[config.mk]
export PLATFORM = sky130hd
export DESIGN_NAME = obs_trace_recorder
export DESIGN_NICKNAME = d
export VERILOG_FILES = /design/src/rtl/obs_trace_recorder.sv
export SDC_FILE = /design/constraint.sdc
export NUM_CORES = 1
export LEC_CHECK = 0
export ABC_AREA = 1
export CAP_MARGIN = 20
export CORE_AREA = 2 2 191 193
export CTS_BUF_LIST = sky130_fd_sc_hd__clkbuf_4 sky130_fd_sc_hd__clkbuf_8
export CTS_CLUSTER_DIAMETER = 50
export DETAILED_ROUTE_END_ITERATION = 8
export DIE_AREA = 0 0 193 195
export DONT_BUFFER_PORTS = 1
export PLACE_DENSITY = 0.69
export SYNTH_ARGS = -nofsm -noshare
export SYNTH_HDL_FRONTEND = slang
export SYNTH_SLANG_ARGS = --single-unit
[constraint.sdc]
create_clock -name clk -period 3.7 [get_ports clk]
set_clock_uncertainty 0.2 [all_clocks]
set_input_delay 0.74 -clock clk [delete_from_list [all_inputs] [get_ports clk]]
set_output_delay 0.74 -clock clk [all_outputs]
set_load 0.005 [all_outputs]
[src/rtl/obs_trace_recorder.sv]
// obs_trace_recorder
// Capture stage for the concolic harness: samples the traced DUT output on
// every observation strobe while armed, stamps it with a cycle count since
// arm, queues it in a small FIFO and drains it over a valid/ready port.
// Overflow and drop accounting mark traces that were truncated.
//
// Optional feature: define TRACE_DEDUP_EN to store a sample only when it
// differs from the last stored value (the first capture after arm is always
// stored). Without it every qualifying strobe is stored.
module obs_trace_recorder #(
  parameter int DATA_W = 8,
  parameter int DEPTH  = 16,
  parameter int TS_W   = 16
) (
  input  logic                     clk,
  input  logic                     reset,
  input  logic                     arm,
  input  logic                     disarm,
  input  logic                     __obs,
  input  logic [DATA_W-1:0]        out,
  output logic                     rd_valid,
  input  logic                     rd_ready,
  output logic [DATA_W-1:0]        rd_data,
  output logic [TS_W-1:0]          rd_ts,
  output logic [$clog2(DEPTH):0]   count,
  output logic                     full,
  output logic                     overflow,
  output logic [7:0]               drop_cnt,
  output logic [1:0]               state
);

  localparam int AW = $clog2(DEPTH);
  localparam int CW = AW + 1;
  localparam logic [CW-1:0] DEPTH_C = CW'(DEPTH);

  typedef enum logic [1:0] {
    ST_IDLE    = 2'd0,
    ST_CAPTURE = 2'd1,
    ST_FROZEN  = 2'd2
  } state_t;

  typedef struct packed {
    logic [TS_W-1:0]   ts;
    logic [DATA_W-1:0] data;
  } entry_t;

  state_t            state_q;
  logic [AW-1:0]     wr_ptr_q;
  logic [AW-1:0]     rd_ptr_q;
  logic [CW-1:0]     count_q;
  logic              full_q;
  logic              rd_valid_q;
  logic              overflow_q;
  logic [7:0]        drop_cnt_q;
  logic [TS_W-1:0]   ts_q;
  entry_t            mem [DEPTH];
  entry_t            head;

  logic              pop;
  logic              cap_raw;
  logic              cap;
  logic              push;
  logic              drop;
  logic [CW-1:0]     count_nxt;
  logic [TS_W-1:0]   stamp;

`ifdef TRACE_DEDUP_EN
  logic [DATA_W-1:0] last_val_q;
  logic              last_vld_q;
`endif

  // Per-cycle push/pop/drop decisions and the next occupancy.
  // NOTE: every always_comb output is assigned unconditionally up front so no
  // path can leave one unassigned and infer a latch.
  always_comb begin
    pop     = rd_valid_q && rd_ready;
    cap_raw = (state_q == ST_CAPTURE) && __obs;
`ifdef TRACE_DEDUP_EN
    cap     = cap_raw && (!last_vld_q || (out != last_val_q));
`else
    cap     = cap_raw;
`endif
    // A full FIFO still accepts a write when the head leaves in the same cycle.
    push      = cap && (!full_q || pop);
    drop      = (cap && full_q && !pop) || ((state_q == ST_FROZEN) && __obs);
    count_nxt = count_q + CW'(push) - CW'(pop);
    // The arm cycle is timestamp 0, so the first cycle after arm stamps 1.
    stamp     = ts_q + TS_W'(1);
  end

  // Control state: FSM, pointers, occupancy, accounting and timestamp.
  // NOTE: sequential state uses non-blocking assignments so every register
  // samples the pre-edge values regardless of statement order.
  always_ff @(posedge clk) begin
    if (reset) begin
      state_q    <= ST_IDLE;
      wr_ptr_q   <= '0;
      rd_ptr_q   <= '0;
      count_q    <= '0;
      full_q     <= 1'b0;
      rd_valid_q <= 1'b0;
      overflow_q <= 1'b0;
      drop_cnt_q <= '0;
      ts_q       <= '0;
    end else if (arm) begin
      // Arm wins over disarm, empties the FIFO and ignores any pop or strobe.
      state_q    <= ST_CAPTURE;
      wr_ptr_q   <= '0;
      rd_ptr_q   <= '0;
      count_q    <= '0;
      full_q     <= 1'b0;
      rd_valid_q <= 1'b0;
      overflow_q <= 1'b0;
      drop_cnt_q <= '0;
      ts_q       <= '0;
    end else begin
      if (push) wr_ptr_q <= wr_ptr_q + AW'(1);
      if (pop)  rd_ptr_q <= rd_ptr_q + AW'(1);
      count_q    <= count_nxt;
      full_q     <= (count_nxt == DEPTH_C);
      rd_valid_q <= (count_nxt != '0);

      if (drop) begin
        overflow_q <= 1'b1;
        if (drop_cnt_q != 8'hFF) drop_cnt_q <= drop_cnt_q + 8'd1;
      end

      if (state_q != ST_IDLE) ts_q <= stamp;

      if (disarm) begin
        state_q <= ST_IDLE;
      end else if ((state_q == ST_CAPTURE) && (count_nxt == DEPTH_C)) begin
        // Once frozen, only arm restarts capture, even after draining.
        state_q <= ST_FROZEN;
      end
    end
  end

  // FIFO storage write port.
  // NOTE: the storage array is deliberately not reset; reset and arm clear the
  // pointers and count, which makes every stale entry unreachable.
  always_ff @(posedge clk) begin
    if (push && !arm && !reset) begin
      mem[wr_ptr_q] <= '{ts: stamp, data: out};
    end
  end

`ifdef TRACE_DEDUP_EN
  // Last stored value for duplicate suppression; forgotten on arm.
  always_ff @(posedge clk) begin
    if (reset || arm) begin
      last_val_q <= '0;
      last_vld_q <= 1'b0;
    end else if (push) begin
      last_val_q <= out;
      last_vld_q <= 1'b1;
    end
  end
`endif

  // Head of queue is shown only while valid, so the port reads 0 when empty.
  assign head     = mem[rd_ptr_q];
  assign rd_valid = rd_valid_q;
  assign rd_data  = rd_valid_q ? head.data : '0;
  assign rd_ts    = rd_valid_q ? head.ts   : '0;
  assign count    = count_q;
  assign full     = full_q;
  assign overflow = overflow_q;
  assign drop_cnt = drop_cnt_q;
  assign state    = state_q;

endmodule

==> summary.md, run 1 <==
The cell count after synthesis came out at 1491. For the worst setup path, the data arrival time is 2.57 ns. The power after layout came out at 10.5 mW. The number of endpoints with negative hold slack in the final report was 0; the area overhead of the layout relative to synthesis was 12.9%. Clock-pin slew was measured on the worst setup and hold paths at 0.06 ns. Across all setup checks in the final design, the least slack found is 0.195 ns. Weighted congestion reported at the end of routability-driven placement: 0.797.

The complex-gate fraction of the synthesized area was 10.9%. For the worst-skew pair, the clock arrives at the later sink with an insertion delay of 0.62 ns. The required time at the endpoint of the critical path is 2.76 ns. In this run, distinct cell masters in the synthesized netlist total 28. Fraction of layout cells with a size suffix above 1: 11.8%. The buffer levels on the longest clock path is 3. Once placement finished, the instance area stood at 18200 um2. The run gives 5 as the detailed-router iteration count before antenna repair. The flow ran to the end, and the final reports show no timing, DRC or antenna violations. After the first detailed-routing iteration, the DRC count stood at 1273. After synthesis, the share of flip-flops with an asynchronous set or reset is 0%. The critical path goes through buf_4 > nor2_1 > nor2_1 > o21ai_0 > o211ai_1 > nand3_1 > a21oi_1 > buf_4. The category of cells accounting for the largest share of critical-path delay is buffers and inverters. Setup violations remaining at the end of the flow were counted as 0. For this design, the sink count on the clock tree is 430.

The multiplexer fraction of the synthesized cell area was 0%. The buffers plus inverters on the worst setup path came out at 2. Summed over all failing endpoints, the final setup total negative slack is 0 ns. The logs give 49.5% for the initial core utilization and 37600 um2 for the overall die area. The net count of the finished layout is 1557. In this run, CTS created clock tree buffers numbering 71. IR analysis of the VDD net gives a maximum drop of 0.000466 V. The run gives 2047 as the final standard cell count with taps included and fillers excluded.

The wire-length estimate of the detail-placed layout is 22400 um. Once detail routing completed, the nets flagged for antenna violations numbered 0. From bottom edge to top edge, the die measures 195 um. The synthesized netlist devotes 0.750% of its cell area to XOR and XNOR gates.

The commonest cells after synthesis are edfxtp_1, nor2_1, o21ai_0. The total area inside the core boundary comes to 35400 um2. TritonCTS built the clock tree. The cell type with the highest aggregate area in the netlist was edfxtp_1. Library cell used as clock root buffer: clkbuf_8. In the routed layout, each cell is associated on average with a via count of 5.60. The global routing usage summed across all routing layers came out at 22.5%. The count of buffers added on input and output ports is 0.

The clock tree synthesis step divided the H-tree into 3 levels. After Yosys synthesis, and, or, nand and nor cells account for 12.4% of the synthesized area. The post-detailed-route DRC marker count is 0. For this run the aggregate overflow at the end of global routing stands at 0. The max-slew violation total from the final report was 0; the flip-flop and latch count after synthesis was 430. The type of element launching the critical path was a register.

For this run, the number of Yosys warnings is 0. The routed wirelength normalized by instance count was 20.2 um. The first global-routing pass estimated 64400 um of wire. Measured against its own limit, the worst slew margin works out to 28.8%. Period utilization: 94.7%. The floorplan step set the die width to 193 um. The average instance in the mapped netlist occupies 11.8 um2. The run gives 0.0327 ns as the final worst hold slack.

The run gives 0 as the number of antenna violations at the first check in global routing. STA classifies the critical path endpoint as a primary output. The post-synthesis adder-cell area fraction is 0.971%, and the measured slew at the worst slew-check pin is 1.06 ns.

Including well taps, the total number of placed cells is 1910. The run gives 11467 as the via count. In this run the biggest area consumer among cell types represents 65.8% of the synthesized area.

56 I/O pins were placed. Timing analysis after detailed placement gives a worst setup slack of 0.624 ns. Setup repair after global routing left no endpoint under its margin. The final non-filler cell area was 19800 um2.

The cell area that synthesis handed to floorplanning was 17500 um2. The most used flip-flop cell after synthesis is edfxtp_1. The most common cell in the synthesized netlist is edfxtp_1. By area the synthesized netlist is led by edfxtp_1, nor2_1, dfxtp_1.

Max-cap violations in this run came to 0. After floorplanning, the core was divided into 69 placement rows. In this run the worst path has a maximum fanout of 56. Cell with the largest stage delay on the worst path: buf_4. Once the clock tree was built, the resizer swapped 0 gates to a different size. The routed design has 41400 um of wire. The min-delay analysis places its worst path in the category in2reg. The synthesized netlist net count was 1518. The number of antenna diodes in the final layout is 0. For the sequential fraction of the synthesis area, the log shows 71.1%.

The main combinational cell family by area after synthesis is simple AND/OR/NAND/NOR gates. The logs give 11449 for the via count of the first global-routing pass and 55.9% for the core utilization of the finished layout. The clock period could shrink to 3.51 ns. Power spread over the standard cell area amounts to 529 nW/um2. The largest net degree at the start of global routing was 85. For this run, the slowest stage of the critical path takes 0.51 ns. Counting flops with a built-in enable in the synthesized netlist gives 384.

The worst setup path is of the reg2out kind. Summed over all cells, the static leakage comes to 6.71 nW. Derived from the worst setup path, the maximum achievable clock frequency is 285 MHz.
[worst paths after layout]
path / startpoint / slack (ns) / depth (start not counted) / to
setup / recovery: register / 0.19 / 8 / rd_ts[7]
hold / removal: out[6] / 0.03 / 0 / mem[2][6]
setup reg to reg: state[0] / 0.89 / 15 / state[1]
hold reg to reg: rd_ptr_q[2] / 0.29 / 2 / register
[state kept, by name (all words and copies together) (netlist names), named ones only]
name      cells
mem         384
ts_q         16
drop_cnt      8
count         5
rd_ptr_q      4
wr_ptr_q      4
state         2
full          1
overflow      1
rd_valid      1
[routing by layer]
layer,GRT usage [%],part of all wire [%],vias to the layer above
met2,36.3,48,448
met4,7.66,1.9,0
met3,3.99,7.1,57
met5,0,0,-
met1,30.8,43,5542
li1,-,-,5420
[cells by family after synthesis]
kind of cell	Yosys count
compound gates	343
flops	430
buf+inv	149
xor+xnor	15
simple gates	541
fa+ha+maj	13
[placed cells by master (no fill, tap or decap), types with 10 or more instances in the layout]
cell type and instances:
a21oi_1 51, buf_12 10, buf_4 37, clkbuf_4 19
clkbuf_8 77, clkinv_1 15, dfxtp_1 43, edfxtp_1 384
ha_1 12, inv_1 60, nand2_1 60, nand3_1 96
nor2_1 355, nor2_4 16, o211ai_1 72, o21ai_0 176
o21ai_1 41, xor2_1 13
[final cells by class]
class                   count  area [um2]
fillers                  2867       15600
flip-flops and latches    430       12500
multi-input cells         912        4510
clock buffers              96        1200
well taps                 461         577
repair buffers             51         519
clock inverters            33         270
inverters                  64         243
[timing repair]
action | 4_1_cts | 5_1_grt
hold endpoints to repair | 4 | 0
endpoints found under the setup margin | 0 | 5
hold buffers | 3 | 0
setup buffers | 0 | 1
[where the power goes]
part           switching [mW]  leakage, nW  internal [mW]
combinational           0.603         2.07          0.255
clock                    1.90        0.774           2.36
sequential             0.0427         3.87           5.31
total                    2.55         6.71           7.92
Power figures use the tool's default switching activity.
==> run 2, diff against run 1 <==
Settings changed: PLACE_DENSITY 0.69 to 0.72.
Clock period 3.7 ns to 3.1 ns, I/O delays scaled along.
==> run 2 against run 1 <==
Critical path type unchanged. Worst setup slack worse by 0.15 ns. Clock-buffer cell count up 4. First-iteration DRC count increased by 11%. Worst hold slack gained 0.036 ns. Largest power group unchanged. Utilization rose by 2.2 points. Non-clock buffer count is 56 higher. Clock power up 12%. Cell count increased by 2.4%.
==> summary.md, run 2 (synthesis gave the netlist of run 1 again) <==
Core footprint: 35400 um2 (unchanged). Most frequent standard cell in the layout excluding fill and tap cells: edfxtp_1 (unchanged). The post-detailed-route DRC marker count was 0 (unchanged).

Setup repair after global routing could not meet its margin everywhere. The final-stage net count came out at 1614 (was 1557). The power per cell area is 607 nW/um2 (was 529 nW/um2). The tools report the global routing usage summed across all routing layers as 23.1% (was 22.5%). The flip-flop count of the largest register, all copies and words added came out at 384 (unchanged). The remaining antenna violation count after routing was 0 (unchanged); the cell depth of the worst flop-to-flop path was 15 (unchanged). The largest net degree at the start of global routing is 61 (was 85). The final worst-path setup slack came out at 0.0452 ns (was 0.195 ns). The clock buffer count from CTS is 71 (unchanged). TritonCTS built the clock tree. The clock sink total is 430 (unchanged), and the area occupied by registers is 12500 um2 (unchanged).

The aggregate global routing overflow was 0 (unchanged); the weighted congestion reported at the end of routability-driven placement was 0.840 (was 0.797). The run gives 1416 (was 1273) as the violation count after the first detailed-route iteration. The width of the chip was 193 um (unchanged). Counting I/O delays and the setup requirement, the final critical path takes 3.05 ns.

The highest cell delay on the worst timing path was 0.40 ns (was 0.51 ns); the initial core utilization was 49.5% (unchanged). The top register by number of flip-flops is mem (unchanged). The cell total after placement is 1932 (was 1910).

The type of destination of the critical path was a primary output (unchanged). The H-tree depth is 3 (unchanged), and the number of buffers added on ports is 0 (unchanged). The type of element launching the critical path was a register (unchanged). Ordered cell list for the critical path: buf_12 > inv_16 > buf_4 > nor2_1 > o211ai_1 > nand3_1 > a21oi_2 (was buf_4 > nor2_1 > nor2_1 > o21ai_0 > o211ai_1 > nand3_1 > a21oi_1 > buf_4).

The tools report the slack of the worst reg-to-reg path as 0.33 ns (was 0.89 ns). The worst slew slack as a fraction of its limit is 50.5% (was 28.8%). The category of cells accounting for the largest share of critical-path delay is buffers and inverters (unchanged). The cell with the largest stage delay on the worst path is dfxtp_4 (was buf_4). Y dimension of the die: 195 um (unchanged). The register clock-pin slew on the reported worst setup and hold paths is 0.06 ns (about the same). The logs give 11956 (was 11449) for the via count of the first global-routing pass and 2734 (was 2867) for the number of filler cells placed in the layout. The required time at the endpoint of the critical path is 2.28 ns (was 2.76 ns). First-pass GRT wire length: 65800 um (was 64400 um). The largest fanout on the critical path was 17 (was 56); the fraction of layout cells with a size suffix above 1 was 15.2% (was 11.8%).

The measured slew at the worst slew-check pin was 0.743 ns (was 1.06 ns); the antenna diode count was 0 (unchanged). The number of maximum-capacitance constraint violations was 0 (unchanged). The estimated wirelength of the detail-placed design was 22500 um (was 22400 um); the worst supply voltage drop on vdd was 0.000476 V (was 0.000466 V). The timing endpoint of the critical path is rd_ts[9] (was rd_ts[7]). Core utilization of the finished layout: 58.1% (was 55.9%). The detailed-router iteration count before antenna repair is 6 (was 5). The library cell used as clock root buffer is clkbuf_8 (unchanged). The run gives 37600 um2 (unchanged) as the overall die area.

The logs give 4570 um2 (was 4510 um2) for the area taken by multi-input logic gates and 7.06 nW (was 6.71 nW) for the leakage dissipation. The cell count along the critical path came out at 7 (was 8). Classification of the worst setup path: reg2out (unchanged).

In the finished design, the share of the clock period the worst path needs comes to 98.5%. The tools report the worst flop-to-flop path endpoint as state[1] (unchanged). The tools report the minimum setup slack after placement as 0.218 ns (was 0.624 ns). The run gives 0 (unchanged) as the number of antenna violations at the first check in global routing. The area overhead of the layout relative to synthesis is 17.4% (was 12.9%). Most frequent cells in the layout: edfxtp_1, nor2_1, o21ai_0 (unchanged).

The flow ran to the end, and the final reports show no timing, DRC or antenna violations. Type of the worst min-delay path: in2reg (unchanged). The number of setup violations in the final report is 0 (unchanged), and the insertion delay to the later sink of the worst-skew pair is 0.59 ns (was 0.62 ns). For the number of rows in the core area, the log shows 69 (unchanged).

The number of endpoints with negative hold slack in the final report is 0 (unchanged). The tools report the final worst hold slack as 0.0683 ns (was 0.0327 ns). Derived from the worst setup path, the maximum achievable clock frequency is 327 MHz.

The routed via count divided by cell count was 5.80 (was 5.60); the max-slew violation total from the final report was 0 (unchanged). The routed wirelength normalized by instance count is 21.2 um (was 20.2 um). The buffer levels on the longest clock path is 3 (unchanged). The final standard cell count with taps included and fillers excluded came out at 2097 (was 2047). The number of cells on the worst hold path came out at 2 (was 0). For the total wire length after detailed routing, the log shows 44500 um (was 41400 um).

The buffers plus inverters on the worst setup path was 3 (was 2). The origin of the critical flop-to-flop path was rd_valid (was state[0]). The top-level port count is 56 (unchanged).

The run gives 12.5 mW (was 10.5 mW) as the power after layout. For the critical path data arrival time, the log shows 2.23 ns (was 2.57 ns). Via count: 12158 (was 11467).
run 2: changes by cell type in the layout (fill, tap and decap cells not counted), moves of 4 or more:
cell,before,now
a21oi_1,51,34
a21oi_2,1,18
buf_12,10,18
buf_16,0,7
buf_4,37,57
buf_6,1,7
clkbuf_16,0,5
clkbuf_4,19,24
clkinv_2,8,4
dlygate4sd3_1,3,11
nor2_2,0,4
o21ai_0,176,172
o21ai_1,41,45
run 2: cell type report:
cell class	count	area share (%)
Sequential cell	430	60.6
Tap cell	461	2.80
Inverter	64	1.26
Timing Repair Buffer	107	6.53
Clock buffer	100	5.96
Clock inverter	22	0.639
Timing Repair inverter	1	0.0426
Multi-Input combinational cell	912	22.2
run 2: metrics by stage:
stage               setup TNS [ns]  area [um2]
finish                           0       20600
global route                -0.243       20600
CTS                       -0.00140       20300
detailed placement               0       18500
global placement                 0       18500
floorplan                        0       17500
run 2: how the worst min path moves through the flow:
stage / slack [ns] / start / end
detailed placement: 0.29 / overflow / overflow
finish: 0.07 / rd_ready / register
floorplan: 0.26 / rd_ptr_q[2] / register
global route: 0.06 / rd_ready / register
CTS: 0.02 / rd_ready / register
global placement: 0.29 / rd_ptr_q[2] / register
run 2: what timing repair did:
item,CTS,global route
pin swaps,3,16
gates resized for setup,16,33
setup buffers,10,11
hold buffers,11,0
cloned,5,6
hold endpoints to repair,130,0
setup endpoints to repair,23,21
run 2: worst register-to-register path: stages (launching register included):
cell	delay, ns
dfxtp_1	0.44
nand2_1	0.14
nand2_1	0.11
nand3_1	0.10
ha_1	0.28
inv_1	0.05
ha_1	0.15
inv_1	0.06
fa_1	0.41
xor2_1	0.20
nand3_1	0.12
nor2_1	0.16
nand2_1	0.09
nand2_1	0.07
nand2_1	0.05
nor2_1	0.08
run 2: report_power, final:
group | internal (mW) | switching (mW)
registers | 6.34 | 0.0497
logic | 0.467 | 0.832
clock network | 2.63 | 2.17
run 2: metal layers:
layer	global-route usage [%]	up-vias	wire [um]
li1	-	5529	-
met1	31.3	5887	17300
met2	36.4	638	21200
met3	4.73	104	4620
met4	10.1	0	1310
met5	0	-	0
